## src/rtl/lc3b_branch_predictor_if.sv

```systemverilog
// Fetch-side lookup, ID/EX training port and statistics of the LC-3b branch predictor.
// master drives fetch/update (pipeline side); slave is the predictor itself.
`timescale 1ns/1ps

interface lc3b_branch_predictor_if;
    logic [15:0] fetch_pc;
    logic [3:0]  fetch_opcode;
    logic        prediction;
    logic [15:0] pred_target;
    logic        update_valid;
    logic [15:0] update_pc;
    logic        update_taken;
    logic [15:0] update_target;
    logic        update_pred;
    logic [15:0] br_count;
    logic [15:0] mispredict_count;

    modport master (
        output fetch_pc,
        output fetch_opcode,
        input  prediction,
        input  pred_target,
        output update_valid,
        output update_pc,
        output update_taken,
        output update_target,
        output update_pred,
        input  br_count,
        input  mispredict_count
    );

    modport slave (
        input  fetch_pc,
        input  fetch_opcode,
        output prediction,
        output pred_target,
        input  update_valid,
        input  update_pc,
        input  update_taken,
        input  update_target,
        input  update_pred,
        output br_count,
        output mispredict_count
    );
endinterface

```

## src/rtl/lc3b_branch_predictor.sv

```systemverilog
// Direct-mapped branch target buffer with 2-bit saturating counters, combinational
// fetch lookup, 1-cycle training from ID/EX, and saturating branch/mispredict counts.
`timescale 1ns/1ps

module lc3b_branch_predictor #(
    parameter int INDEX_BITS = 4
) (
    input  logic                     clk,
    input  logic                     reset,
    lc3b_branch_predictor_if.slave   bp
);

    localparam int         ENTRIES  = 1 << INDEX_BITS;
    localparam int         TAG_BITS = 15 - INDEX_BITS;
    localparam logic [3:0] OP_BR    = 4'b0000;

    function automatic logic [1:0] ctr_inc(input logic [1:0] c);
        logic [1:0] r;
        if (c == 2'b11) begin
            r = 2'b11;
        end else begin
            r = c + 2'b01;
        end
        return r;
    endfunction

    function automatic logic [1:0] ctr_dec(input logic [1:0] c);
        logic [1:0] r;
        if (c == 2'b00) begin
            r = 2'b00;
        end else begin
            r = c - 2'b01;
        end
        return r;
    endfunction

    function automatic logic [15:0] cnt_inc(input logic [15:0] c);
        logic [15:0] r;
        if (c == 16'hFFFF) begin
            r = 16'hFFFF;
        end else begin
            r = c + 16'h0001;
        end
        return r;
    endfunction

    logic                  valid_r  [ENTRIES];
    logic [TAG_BITS-1:0]   tag_r    [ENTRIES];
    logic [1:0]            ctr_r    [ENTRIES];
    logic [15:0]           target_r [ENTRIES];
    logic [15:0]           br_count_r;
    logic [15:0]           mispredict_count_r;

    logic [INDEX_BITS-1:0] fetch_idx_s;
    logic [TAG_BITS-1:0]   fetch_tag_s;
    logic                  fetch_hit_s;
    logic                  prediction_s;
    logic [15:0]           pred_target_s;

    logic [INDEX_BITS-1:0] upd_idx_s;
    logic [TAG_BITS-1:0]   upd_tag_s;
    logic                  upd_hit_s;
    logic                  upd_write_s;
    logic [1:0]            upd_ctr_s;
    logic [15:0]           upd_target_s;
    logic                  upd_mispredict_s;

    // Word-aligned PCs never use bit 0 for index or tag.
    logic                  unused_pc_bits_s;
    assign unused_pc_bits_s = bp.fetch_pc[0] ^ bp.update_pc[0];

    // Fetch lookup: purely combinational, reads pre-update state (no bypass).
    always_comb begin
        fetch_idx_s   = bp.fetch_pc[INDEX_BITS:1];
        fetch_tag_s   = bp.fetch_pc[15:INDEX_BITS+1];
        fetch_hit_s   = valid_r[fetch_idx_s] && (tag_r[fetch_idx_s] == fetch_tag_s);
        prediction_s  = 1'b0;
        pred_target_s = 16'h0000;
        if ((bp.fetch_opcode == OP_BR) && fetch_hit_s && ctr_r[fetch_idx_s][1]) begin
            prediction_s  = 1'b1;
            pred_target_s = target_r[fetch_idx_s];
        end else begin
            prediction_s  = 1'b0;
            pred_target_s = 16'h0000;
        end
    end

    // Training decision: hit trains the counter, taken miss allocates, not-taken miss is dropped.
    always_comb begin
        upd_idx_s        = bp.update_pc[INDEX_BITS:1];
        upd_tag_s        = bp.update_pc[15:INDEX_BITS+1];
        upd_hit_s        = valid_r[upd_idx_s] && (tag_r[upd_idx_s] == upd_tag_s);
        upd_write_s      = 1'b0;
        upd_ctr_s        = ctr_r[upd_idx_s];
        upd_target_s     = target_r[upd_idx_s];
        upd_mispredict_s = bp.update_pred ^ bp.update_taken;
        if (upd_hit_s) begin
            upd_write_s = 1'b1;
            if (bp.update_taken) begin
                upd_ctr_s    = ctr_inc(ctr_r[upd_idx_s]);
                upd_target_s = bp.update_target;
            end else begin
                upd_ctr_s    = ctr_dec(ctr_r[upd_idx_s]);
                upd_target_s = target_r[upd_idx_s];
            end
        end else if (bp.update_taken) begin
            upd_write_s  = 1'b1;
            upd_ctr_s    = 2'b10;
            upd_target_s = bp.update_target;
        end else begin
            upd_write_s  = 1'b0;
        end
    end

    // Table storage; reset wins over a concurrent update.
    always_ff @(posedge clk) begin
        if (reset) begin
            for (int i = 0; i < ENTRIES; i++) begin
                valid_r[i]  <= 1'b0;
                tag_r[i]    <= '0;
                ctr_r[i]    <= 2'b01;
                target_r[i] <= 16'h0000;
            end
        end else if (bp.update_valid && upd_write_s) begin
            valid_r[upd_idx_s]  <= 1'b1;
            tag_r[upd_idx_s]    <= upd_tag_s;
            ctr_r[upd_idx_s]    <= upd_ctr_s;
            target_r[upd_idx_s] <= upd_target_s;
        end else begin
            valid_r[upd_idx_s]  <= valid_r[upd_idx_s];
        end
    end

    // Saturating resolution statistics.
    always_ff @(posedge clk) begin
        if (reset) begin
            br_count_r         <= 16'h0000;
            mispredict_count_r <= 16'h0000;
        end else if (bp.update_valid) begin
            br_count_r <= cnt_inc(br_count_r);
            if (upd_mispredict_s) begin
                mispredict_count_r <= cnt_inc(mispredict_count_r);
            end else begin
                mispredict_count_r <= mispredict_count_r;
            end
        end else begin
            br_count_r         <= br_count_r;
            mispredict_count_r <= mispredict_count_r;
        end
    end

    assign bp.prediction       = prediction_s;
    assign bp.pred_target      = pred_target_s;
    assign bp.br_count         = br_count_r;
    assign bp.mispredict_count = mispredict_count_r;

    lc3b_branch_predictor_chk u_chk (
        .clk          (clk),
        .reset        (reset),
        .fetch_opcode (bp.fetch_opcode),
        .prediction   (prediction_s),
        .pred_target  (pred_target_s)
    );

endmodule

// Output-consistency checks: only BR opcodes predict, and a zero target accompanies no prediction.
module lc3b_branch_predictor_chk (
    input logic        clk,
    input logic        reset,
    input logic [3:0]  fetch_opcode,
    input logic        prediction,
    input logic [15:0] pred_target
);
    // Sampled once per cycle outside reset.
    always_ff @(posedge clk) begin
        if (!reset) begin
            assert (!prediction || (fetch_opcode == 4'b0000))
                else $error("predictor chk: prediction on non-BR opcode %h", fetch_opcode);
            assert (prediction || (pred_target == 16'h0000))
                else $error("predictor chk: nonzero target %h without prediction", pred_target);
        end
    end
endmodule

```

## src/flat_wrapper.sv

```systemverilog
// flat-port wrapper written by rule: the top's interface ports become plain ports
module lc3b_branch_predictor_flat 
#(
    parameter int INDEX_BITS = 4
)
  (clk, reset, bp_fetch_pc, bp_fetch_opcode, bp_prediction, bp_pred_target, bp_update_valid, bp_update_pc, bp_update_taken, bp_update_target, bp_update_pred, bp_br_count, bp_mispredict_count);
  lc3b_branch_predictor_if bp_i ();
  input  logic clk;
  input  logic reset;
  input wire logic [$bits(bp_i.fetch_pc)-1:0] bp_fetch_pc;
  input wire logic [$bits(bp_i.fetch_opcode)-1:0] bp_fetch_opcode;
  output wire logic [$bits(bp_i.prediction)-1:0] bp_prediction;
  output wire logic [$bits(bp_i.pred_target)-1:0] bp_pred_target;
  input wire logic [$bits(bp_i.update_valid)-1:0] bp_update_valid;
  input wire logic [$bits(bp_i.update_pc)-1:0] bp_update_pc;
  input wire logic [$bits(bp_i.update_taken)-1:0] bp_update_taken;
  input wire logic [$bits(bp_i.update_target)-1:0] bp_update_target;
  input wire logic [$bits(bp_i.update_pred)-1:0] bp_update_pred;
  output wire logic [$bits(bp_i.br_count)-1:0] bp_br_count;
  output wire logic [$bits(bp_i.mispredict_count)-1:0] bp_mispredict_count;
  assign bp_i.fetch_pc = bp_fetch_pc;
  assign bp_i.fetch_opcode = bp_fetch_opcode;
  assign bp_prediction = bp_i.prediction;
  assign bp_pred_target = bp_i.pred_target;
  assign bp_i.update_valid = bp_update_valid;
  assign bp_i.update_pc = bp_update_pc;
  assign bp_i.update_taken = bp_update_taken;
  assign bp_i.update_target = bp_update_target;
  assign bp_i.update_pred = bp_update_pred;
  assign bp_br_count = bp_i.br_count;
  assign bp_mispredict_count = bp_i.mispredict_count;
  lc3b_branch_predictor #(.INDEX_BITS(INDEX_BITS)) u_core (.clk(clk), .reset(reset), .bp(bp_i));
endmodule
```

## config.mk

```make
export PLATFORM = sky130hd
export DESIGN_NAME = lc3b_branch_predictor_flat
export DESIGN_NICKNAME = d
export VERILOG_FILES = /design/src/rtl/lc3b_branch_predictor_if.sv /design/src/rtl/lc3b_branch_predictor.sv /design/src/flat_wrapper.sv
export SDC_FILE = /design/constraint.sdc
export NUM_CORES = 1
export LEC_CHECK = 0
export CORE_ASPECT_RATIO = 0.8
export CORE_MARGIN = 2
export CORE_UTILIZATION = 25
export DETAILED_ROUTE_END_ITERATION = 10
export SYNTH_ARGS = -nofsm -noshare
export SYNTH_HDL_FRONTEND = slang
export SYNTH_SLANG_ARGS = --single-unit
export TNS_END_PERCENT = 1
```

## constraint.sdc

```tcl
create_clock -name clk -period 9.8 [get_ports clk]
set_input_delay 1.96 -clock clk [delete_from_list [all_inputs] [get_ports clk]]
set_output_delay 1.96 -clock clk [all_outputs]
set_load 0.02 [all_outputs]
```

==> metrics.csv, run 1 <==
stage,metric,value,unit
critical_path,CP Data Required Time,7.84,ns
critical_path,crit-path cells,"buf_4, buf_4, mux4_2, mux4_2, xnor2_1, nand4_1, nor2_1, nand4_1, buf_4, nor2b_1, clkdlybuf4s50_1",
logic_synthesis,largest area contributor in the netlist,edfxtp_1,
pwr,P per Cell Area,175,nW/um^2
global_routing,largest net degree at the start of global routing,132,
logic_synthesis,Synth top area share,56.4,%
placed_design,number of buffers added on ports,103,
clock_tree,CTS tree,yes,
floorplan,Initial Utilization,25.3,%
logic_synthesis,number of synthesized flops with an enable pin,480,
critical_path,CP max-delay cell,clkdlybuf4s50_1,
logic_synthesis,sequential area share after synthesis,58.9,%
critical_path,"most used cell, CP",buf_4,
logic_synthesis,post-synthesis mux area share,17.7,%
clock_tree,Clock Path Buffers,3,
clock_tree,clock-pin transition on the worst setup and hold timing paths,0.06,ns
floorplan,DIE AREA,105000,sq um
global_routing,Tot GR Track Use,13.7,%
layout,most frequent cells in the layout,"480 x edfxtp_1, 216 x and3_1, 188 x nor3_1, 176 x mux4_2, 94 x clkdlybuf4s50_1",
route,total wire length,73600,microns
sta,slew at the pin closest to its max-slew limit,1.37,ns
sta,clk_skew,0.0398,ns
sta,worst relative slew slack,8.65,%
layout,"commonest non-fill, non-tap cell in the layout",edfxtp_1,
logic_synthesis,main combinational cell family by area after synthesis,multiplexers,
pwr,leakage power,10.1,nW
sta,crit path time final,7.71,ns
global_routing,total grt overflow,0,
logic_synthesis,mean post-synth cell area,14.0,sq um
critical_path,CP Max Fanout,42,
placed_design,placed cells,3101,
placed_design,HPWL after DPL,46100,microns
sta,final slew viol count,0,
floorplan,core area,101000,sq um
clock_tree,clock buffer count from CTS,55,
placed_design,Area after DPL,27800,sq um
floorplan,chip width,362,microns
logic_synthesis,ranking of synthesized cells by area,"edfxtp_1 56%, mux4_2 16%, and3_1 5.3%",
clock_tree,clk_lat worst skew,0.63,ns
critical_path,Top delay family on crit path,buffers and inverters,
sta,Final period util,78.7,%
route,via count,16500,
placed_design,GPL Wtd Cong,0.870,
logic_synthesis,Yosys cell types,51,
layout,"Area growth, synth to finish",16.0,%
floorplan,io pins,106,
clock_tree,Max H-tree Level,2,
critical_path,data arrival time of the worst path,5.75,ns
critical_path,kind of critical path,in2out,
logic_synthesis,complex-gate fraction of the synthesized area,3.76,%
logic_synthesis,XOR/XNOR Fraction of Synth Area,1.54,%
route,DRC viols,0,
global_routing,first-pass GRT wire length,109000,microns
pwr,Peak VDD IR,138,uV
floorplan,Die Ht,290,microns
logic_synthesis,Post-Synth Simple-Gate Area,14.7,%
route,via/cell ratio,5.15,
route,DR pass1 iterations,5,
logic_synthesis,syn nets,1880,
sta,Final setup viols,0,
route,Iter 0 DRT Violations,1840,
clock_tree,clock root buffer master,clkbuf_16,
logic_synthesis,Post-Syn Instances,1821,
clock_tree,post-CTS setup buffers,0,
logic_synthesis,Post-synth top flop,edfxtp_1,
logic_synthesis,ys async rst share,0,%
sta,RSZ-0062 raised after global routing,no,
global_routing,initial antenna violation count,0,
logic_synthesis,Post-Synth Adder-Cell Area,0.137,%
route,routed length per instance,23.0,microns
layout,fillers,10000,
worst_hold_path,worst hold-check path type,reg2reg,
sta,Fin Setup TNS,0,ns
sta,Fin. Hold Viols,0,
critical_path,CP Buf/Inv Count,4,
logic_synthesis,Yosys Warn Count,0,
layout,final instance area,29700,sq um
global_routing,vias in the first global route,16900,
job,# Max-Cap Violations,0,
critical_path,nature of the critical path endpoint,primary output,
clock_tree,cts repair resizes,0,
logic_synthesis,Mapped Area,25600,sq um
layout,Inserted Diodes,0,
layout,Non-Filler Instances,3203,
floorplan,row cnt,104,
logic_synthesis,Seq cells post-synth,512,
critical_path,crit path launch type,input pin,
layout,share of cells above drive strength 1,19.3,%
outcome,run status,completed,
layout,nets@finish,1892,
route,antenna-violating nets left,0,
clock_tree,hold_buf cts,0,
sta,Achievable Freq,130,MHz
critical_path,CP peak stage delay,0.63,ns
clock_tree,clk sinks,512,
[sequential cells by signal, indices dropped and copies added (netlist names)]
register                    count
u_core.target_r               256
u_core.tag_r                  176
u_core.ctr_r                   32
u_core.bp.br_count             16
u_core.bp.mispredict_count     16
u_core.valid_r                 16
[Yosys cell counts, types with 9 or more instances]
master    instances
a21o_1           23
a21oi_1          28
and2_1           52
and3_1          216
buf_1            10
buf_2            38
clkbuf_1        133
dfxtp_1          32
edfxtp_1        480
inv_1             9
mux2_2           14
mux2i_1          40
mux4_2          176
nand2_1          72
nand2b_1         13
nand3_1          40
nand4_1           9
nor2_1           44
nor2_2           11
nor2b_1          26
nor3_1          193
o21ai_0          18
o21bai_1         16
o22ai_1          23
xnor2_1          27
xor2_1           18
[per-layer routing]
layer  global-route usage (%)  vias to the layer above  wire [microns]
met2                     23.2                      729           36400
met4                     4.24                        0            2020
met3                     2.42                      144            5230
met1                     17.8                     8469           30000
met5                        0                        -               0
li1                         -                     7146               -
[worst paths after layout]
check / startpoint / endpoint / slack, ns / depth (start not counted)
setup / recovery: bp_fetch_pc[2] / bp_pred_target[13] / 2.09 / 11
hold / removal: u_core.bp.br_count[12]$_SDFFE_PP0P_ / u_core.bp.br_count[12]$_SDFFE_PP0P_ / 0.54 / 2
setup reg to reg: u_core.tag_r[4][2]$_SDFFCE_PN0P_ / u_core.tag_r[9][5]$_SDFFCE_PN0P_ / 5.42 / 8
hold reg to reg: u_core.bp.br_count[12]$_SDFFE_PP0P_ / u_core.bp.br_count[12]$_SDFFE_PP0P_ / 0.54 / 2
[final cells by class]
type                            count  area [sq um]  area share (%)
Sequential cell                   512         15100            50.8
Multi-Input combinational cell   1111          9760            32.9
Tap cell                         1325          1660            5.59
Clock buffer                       64          1430            4.83
Timing Repair Buffer              144          1310            4.40
Clock inverter                     38           414            1.40
Inverter                            9          36.3           0.122
[metrics by stage]
stage | worst slack (ns) | utilization, % | hold slack (ns) | power [mW]
after global routing | 1.85 | 29.4 | 0.575 | 5.34
final | 2.09 | 29.4 | 0.536 | 5.19
after floorplan | 3.05 | - | 0.580 | 2.91
after global placement | 2.00 | 27.5 | 0.527 | 3.08
after detailed placement | 1.99 | 27.5 | 0.519 | 3.10
after CTS | 1.99 | 29.4 | 0.532 | 5.23
[power by group]
group	switching [mW]	leakage (nW)	internal, mW
Clock	0.901	0.898	1.24
Sequential	0.0465	4.86	2.50
Combinational	0.300	4.34	0.211
[worst reg2reg max path, stage by stage, from the launching register on]
cell	delay (ns)
edfxtp_1	0.42
mux4_2	0.48
mux2i_1	0.18
xor2_1	0.29
o211ai_1	0.15
or4_4	0.58
a211oi_2	0.47
nor2_4	0.26
o21bai_2	1.12
[cell families after synthesis]
family	count (synthesis)
AND/OR/NAND/NOR	691
flip-flops	512
multiplexers	230
buffers and inverters	198
AO/OA/AOI/OAI	142
XOR/XNOR	45
adder cells (fa/ha/maj)	3
(Power assumes the default switching activity.)
==> run 2: changes to the inputs <==
- clock period: 9.8 -> 7.99 ns (I/O delays scaled with it)
==> metrics.csv, run 2 (same netlist as run 1, synthesis figures left out) <==
stage,metric,value,unit,change
clock_tree,clock buffer count from CTS,57,,+3.6%
critical_path,crit path launch type,input pin,,
worst_hold_path,WHS Endpoint,u_core.bp.br_count[12]$_SDFFE_PP0P_,,
sta,hold slack,0.541,ns,+0.00561 ns
layout,"commonest non-fill, non-tap cell in the layout",edfxtp_1,,
job,# Max-Cap Violations,0,,unchanged
outcome,run status,completed,,
floorplan,io pins,106,,unchanged
route,DR pass1 iterations,6,,+1
layout,most frequent cells in the layout,"480 x edfxtp_1, 216 x and3_1, 188 x nor3_1, 176 x mux4_2, 94 x clkdlybuf4s50_1",,
sta,RSZ-0062 raised after global routing,no,,
floorplan,Initial Utilization,25.3,%,unchanged
clock_tree,Max H-tree Level,2,,unchanged
route,antenna-violating nets left,0,,unchanged
critical_path,FF-to-FF path depth,8,,unchanged
sta,worst relative slew slack,8.55,%,-0.097 points
layout,"Core Util, Final",29.6,%,+0.21 points
placed_design,GPL Wtd Cong,0.863,,-0.77%
pwr,leakage power,10.2,nW,+0.94%
clock_tree,hold_buf cts,0,,unchanged
global_routing,initial antenna violation count,3,,+3
layout,share of cells above drive strength 1,19.6,%,+0.28 points
pwr,P per Cell Area,219,nW/um^2,+25%
placed_design,HPWL after DPL,46700,microns,+1.3%
floorplan,row cnt,104,,unchanged
worst_hold_path,worst hold-check path type,reg2reg,,
global_routing,first-pass GRT wire length,115000,microns,+4.8%
critical_path,CP Max Fanout,68,,+62%
floorplan,DIE AREA,105000,sq um,unchanged
route,via count,16900,,+2.6%
pwr,Peak VDD IR,190,uV,+38%
sta,final slew viol count,0,,unchanged
critical_path,data arrival time of the worst path,5.17,ns,-0.58 ns
route,Iter 0 DRT Violations,1848,,+0.43%
global_routing,vias in the first global route,17200,,+1.9%
route,total wire length,78200,microns,+6.2%
clock_tree,CTS tree,yes,,
floorplan,Die Ht,290,microns,unchanged
sta,crit path time final,6.77,ns,
clock_tree,clock root buffer master,clkbuf_16,,
layout,Largest Register,u_core.target_r,,
sta,Fin. Hold Viols,0,,unchanged
sta,clk_skew,0.0474,ns,+0.00760 ns
critical_path,R2R Setup Slk,3.64,ns,-1.78 ns
critical_path,reg-to-reg endpoint,u_core.tag_r[10][5]$_SDFFCE_PN0P_,,
sta,Fin Setup TNS,0,ns,unchanged
sta,Achievable Freq,148,MHz,
layout,max reg flops,256,,unchanged
sta,Final setup viols,0,,unchanged
sta,post-route worst setup slack,1.22,ns,-0.869 ns
floorplan,chip width,362,microns,unchanged
placed_design,pre-CTS setup slack,1.16,ns,-0.831 ns
clock_tree,clk_lat worst skew,0.64,ns,about the same
layout,nets@finish,1901,,+0.48%
route,via/cell ratio,5.26,,+2.3%
global_routing,total grt overflow,0,,unchanged
global_routing,Tot GR Track Use,14.6,%,+0.83 points
clock_tree,clock-pin transition on the worst setup and hold timing paths,0.06,ns,about the same
floorplan,core area,101000,sq um,unchanged
critical_path,CP Data Required Time,6.39,ns,-1.45 ns
worst_hold_path,hold path start,u_core.bp.br_count[12]$_SDFFE_PP0P_,,
layout,final instance area,29900,sq um,+0.71%
global_routing,largest net degree at the start of global routing,131,,-0.76%
placed_design,Area after DPL,27900,sq um,+0.27%
placed_design,number of buffers added on ports,103,,unchanged
layout,"Area growth, synth to finish",16.8,%,
layout,top flop regs,"u_core.target_r (256), u_core.tag_r (176), u_core.ctr_r (32)",,
clock_tree,clk sinks,512,,unchanged
critical_path,nature of the critical path endpoint,primary output,,
clock_tree,cts repair resizes,0,,unchanged
clock_tree,Clock Path Buffers,3,,unchanged
sta,slew at the pin closest to its max-slew limit,1.37,ns,+0.00145 ns
sta,Final period util,84.7,%,
worst_hold_path,Hold Path Depth,2,,unchanged
critical_path,reg2reg start,u_core.tag_r[13][2]$_SDFFCE_PN0P_,,
critical_path,kind of critical path,in2out,,
route,DRC viols,0,,unchanged
clock_tree,post-CTS setup buffers,0,,unchanged
route,routed length per instance,24.3,microns,+5.8%
## run 2: changes by cell type in the layout (fill, tap and decap cells not counted), moves of 2 or more
cell | previous run | this run
inv_8 | 2 | 0
clkinv_4 | 2 | 0
diode_2 | 0 | 2
clkinv_1 | 14 | 17
nor2_2 | 10 | 12
clkinv_2 | 8 | 4
buf_4 | 43 | 49
nor2_1 | 44 | 42
bufinv_16 | 7 | 11
## run 2: layer usage
metal | part of all wire (%) | track usage, %
met1 | 39 | 18.7
met2 | 49 | 24.2
met3 | 8.3 | 2.74
met4 | 3.8 | 5.91
met5 | 0.017 | 0
## run 2: through the flow
stage	instances	power, mW
CTS	3212	6.57
global route	3214	6.71
finish	3214	6.54
global placement	3108	3.79
detailed placement	3108	3.81
floorplan	1821	3.57
## run 2: area by class of cell
cell class | count | area, sq um
sequential | 512 | 15100
clock buffer | 66 | 1460
inverter | 9 | 36.3
antenna | 2 | 5.00
fill | 10000 | 71100
tap | 1325 | 1660
multi-input combinational | 1111 | 9770
clock inverter | 38 | 515
timing repair buffer | 151 | 1370
## run 2: where the power goes
group	total [mW]	switching [mW]	internal, mW
clock	2.78	1.12	1.66
combinational	0.639	0.377	0.261
sequential	3.12	0.0551	3.07
## run 2: worst max path at each step
stage | startpoint | endpoint | slack, ns | cells past startpoint
floorplan | bp_fetch_pc[1] | bp_pred_target[10] | 1.97 | 9
detailed placement | bp_fetch_pc[2] | bp_pred_target[1] | 1.16 | 10
finish | bp_fetch_pc[2] | bp_pred_target[12] | 1.22 | 10
global route | bp_fetch_pc[2] | bp_pred_target[2] | 1.08 | 10
global placement | bp_fetch_pc[2] | bp_pred_target[1] | 1.17 | 10
CTS | bp_fetch_pc[2] | bp_pred_target[1] | 1.16 | 10
## run 2: worst max-delay path, cell delays in order
cell,delay [ns]
buf_4,0.81
mux4_2,0.42
mux4_2,0.56
xnor2_1,0.16
nand4_1,0.14
nor2_1,0.28
nand4_1,0.14
buf_4,0.23
nor2b_1,0.16
clkdlybuf4s50_1,0.62
==> run 3: changes to the inputs <==
- clock period: 7.99 -> 6.6 ns (I/O delays scaled with it)
==> metrics.csv, run 3 (same netlist as run 1, synthesis figures left out) <==
stage,metric,value,unit,change
outcome,run status,completed,,
placed_design,HPWL after DPL,48200,microns,+3.2%
worst_hold_path,worst hold-check path type,reg2reg,,
placed_design,GPL Wtd Cong,0.860,,-0.29%
floorplan,chip width,362,microns,unchanged
floorplan,DIE AREA,105000,sq um,unchanged
clock_tree,hold_buf cts,0,,unchanged
layout,"Core Util, Final",29.7,%,+0.078 points
pwr,Pint,5.88,mW,+18%
critical_path,CP Buf/Inv Count,4,,+1
global_routing,initial antenna violation count,2,,-1
job,# Max-Cap Violations,0,,unchanged
placed_design,placed cells,3132,,+0.77%
layout,max reg flops,256,,unchanged
sta,Achievable Freq,162,MHz,
critical_path,crit-path cells,"buf_4, buf_4, buf_4, mux4_2, mux4_2, nor2b_1, clkdlybuf4s50_1",,
critical_path,Top delay family on crit path,buffers and inverters,,
clock_tree,cts repair resizes,0,,unchanged
route,antenna-violating nets left,0,,unchanged
pwr,Peak VDD IR,221,uV,+16%
placed_design,Area after DPL,28100,sq um,+0.79%
layout,top flop regs,"u_core.target_r (256), u_core.tag_r (176), u_core.ctr_r (32)",,
sta,Final setup viols,0,,unchanged
sta,Final period util,93.6,%,
layout,most frequent cells in the layout,"480 x edfxtp_1, 216 x and3_1, 188 x nor3_1, 176 x mux4_2, 94 x clkdlybuf4s50_1",,
route,Iter 0 DRT Violations,2025,,+9.6%
pwr,leakage power,10.3,nW,+0.75%
pwr,Reg power frac,48.9,%,+1.2 points
placed_design,number of buffers added on ports,103,,unchanged
layout,"Area growth, synth to finish",17.1,%,
pwr,clock share of power,40.8,%,-1.7 points
sta,Fin Setup TNS,0,ns,unchanged
pwr,switching share of power,23.9,%,+0.22 points
layout,"commonest non-fill, non-tap cell in the layout",edfxtp_1,,
global_routing,first-pass GRT wire length,115000,microns,+0.10%
pwr,P per Cell Area,258,nW/um^2,+18%
global_routing,vias in the first global route,17500,,+1.6%
floorplan,core area,101000,sq um,unchanged
layout,nets@finish,1925,,+1.3%
critical_path,"most used cell, CP",buf_4,,
clock_tree,clock-pin transition on the worst setup and hold timing paths,0.06,ns,about the same
route,routed length per instance,24.2,microns,-0.51%
floorplan,Die Ht,290,microns,unchanged
global_routing,largest net degree at the start of global routing,137,,+4.6%
clock_tree,Max H-tree Level,2,,unchanged
critical_path,CP max-delay cell,buf_4,,
sta,Fin. Hold Viols,0,,unchanged
route,total wire length,78200,microns,about the same
floorplan,io pins,106,,unchanged
sta,final slew viol count,0,,unchanged
route,via count,16900,,-0.32%
clock_tree,clk_lat worst skew,0.63,ns,about the same
layout,share of cells above drive strength 1,20.8,%,+1.3 points
critical_path,CP Data Required Time,5.28,ns,-1.11 ns
layout,Non-Filler Instances,3231,,+0.53%
sta,RSZ-0062 raised after global routing,no,,
clock_tree,clk sinks,512,,unchanged
critical_path,CP peak stage delay,0.66,ns,-0.15 ns
global_routing,total grt overflow,0,,unchanged
critical_path,crit path launch type,input pin,,
floorplan,row cnt,104,,unchanged
critical_path,nature of the critical path endpoint,primary output,,
clock_tree,CTS tree,yes,,
critical_path,kind of critical path,in2out,,
route,DR pass1 iterations,5,,-1
route,via/cell ratio,5.22,,-0.84%
sta,worst relative slew slack,23.4,%,+15 points
route,DRC viols,0,,unchanged
critical_path,data arrival time of the worst path,4.86,ns,-0.31 ns
floorplan,Initial Utilization,25.3,%,unchanged
clock_tree,Clock Path Buffers,3,,unchanged
global_routing,Tot GR Track Use,14.6,%,+0.059 points
clock_tree,post-CTS setup buffers,0,,unchanged
layout,fillers,10000,,+0.17%
clock_tree,clock root buffer master,clkbuf_16,,
layout,final instance area,29900,sq um,+0.26%
pwr,Net Switching,1.85,mW,+19%
sta,crit path time final,6.18,ns,
critical_path,CP Max Fanout,48,,-29%
sta,slew at the pin closest to its max-slew limit,1.15,ns,-0.222 ns
sta,clk_skew,0.0490,ns,+0.00161 ns
clock_tree,clock buffer count from CTS,57,,unchanged
layout,Inserted Diodes,0,,-2
pwr,combinational fraction of design power,10.2,%,+0.4 points
layout,Largest Register,u_core.target_r,,
[run 3: cell types whose count changed in the layout (fill, tap and decap cells not counted), moves of 5 or more]
cell       delta
clkinv_1      -9
bufinv_16     -5
buf_4        +23
clkinv_2      +6
[run 3: path summary, 6_finish.rpt]
| kind | startpoint | to | slack [ns] | depth (start not counted) |
|---|---|---|---|---|
| setup / recovery | bp_fetch_pc[2] | bp_pred_target[0] | 0.42 | 7 |
| hold / removal | u_core.bp.br_count[12]$_SDFFE_PP0P_ | u_core.bp.br_count[12]$_SDFFE_PP0P_ | 0.54 | 2 |
| setup reg to reg | u_core.tag_r[15][4]$_SDFFCE_PN0P_ | u_core.tag_r[8][7]$_SDFFCE_PN0P_ | 2.57 | 10 |
| hold reg to reg | u_core.bp.br_count[12]$_SDFFE_PP0P_ | u_core.bp.br_count[12]$_SDFFE_PP0P_ | 0.54 | 2 |
[run 3: stage by stage]
stage	worst slack (ns)	hold WS (ns)	power (mW)
2_1_floorplan	1.13	0.580	4.32
4_1_cts	0.455	0.540	7.76
6_report	0.424	0.541	7.73
3_5_place_dp	0.453	0.529	4.63
5_1_grt	0.356	0.570	7.95
3_3_place_gp	0.475	0.529	4.61
[run 3: tightest hold or removal path, cell delays in order (launching register included)]
cell and delay (ns):
dfxtp_1 0.33, nor2_1 0.11, nor3_1 0.05
[run 3: cell type report]
| cell class | count | area [sq um] | share of cell area [%] |
|---|---|---|---|
| Multi-Input combinational cell | 1111 | 9800 | 32.7 |
| Timing Repair Buffer | 175 | 1560 | 5.22 |
| Clock buffer | 71 | 1500 | 5.01 |
| Clock inverter | 28 | 338 | 1.13 |
| Inverter | 9 | 36.3 | 0.121 |
| Sequential cell | 512 | 15100 | 50.3 |
| Tap cell | 1325 | 1660 | 5.54 |
[run 3: power groups by stage]
stage	sequential (mW)	combinational [mW]	clock (mW)
6_report	3.78	0.792	3.15
2_1_floorplan	3.81	0.509	0
5_1_grt	3.79	0.834	3.32
3_3_place_gp	3.83	0.781	0
3_5_place_dp	3.84	0.788	0
4_1_cts	3.78	0.790	3.20
[run 3: layer usage]
metal / GRT usage [%] / share of wire, % / vias to the layer above
li1: - / - / 7210
met1: 19.2 / 41 / 8622
met2: 23.4 / 47 / 869
met3: 3.38 / 9.1 / 166
met4: 5.64 / 3.5 / 0
met5: 0 / 0 / -
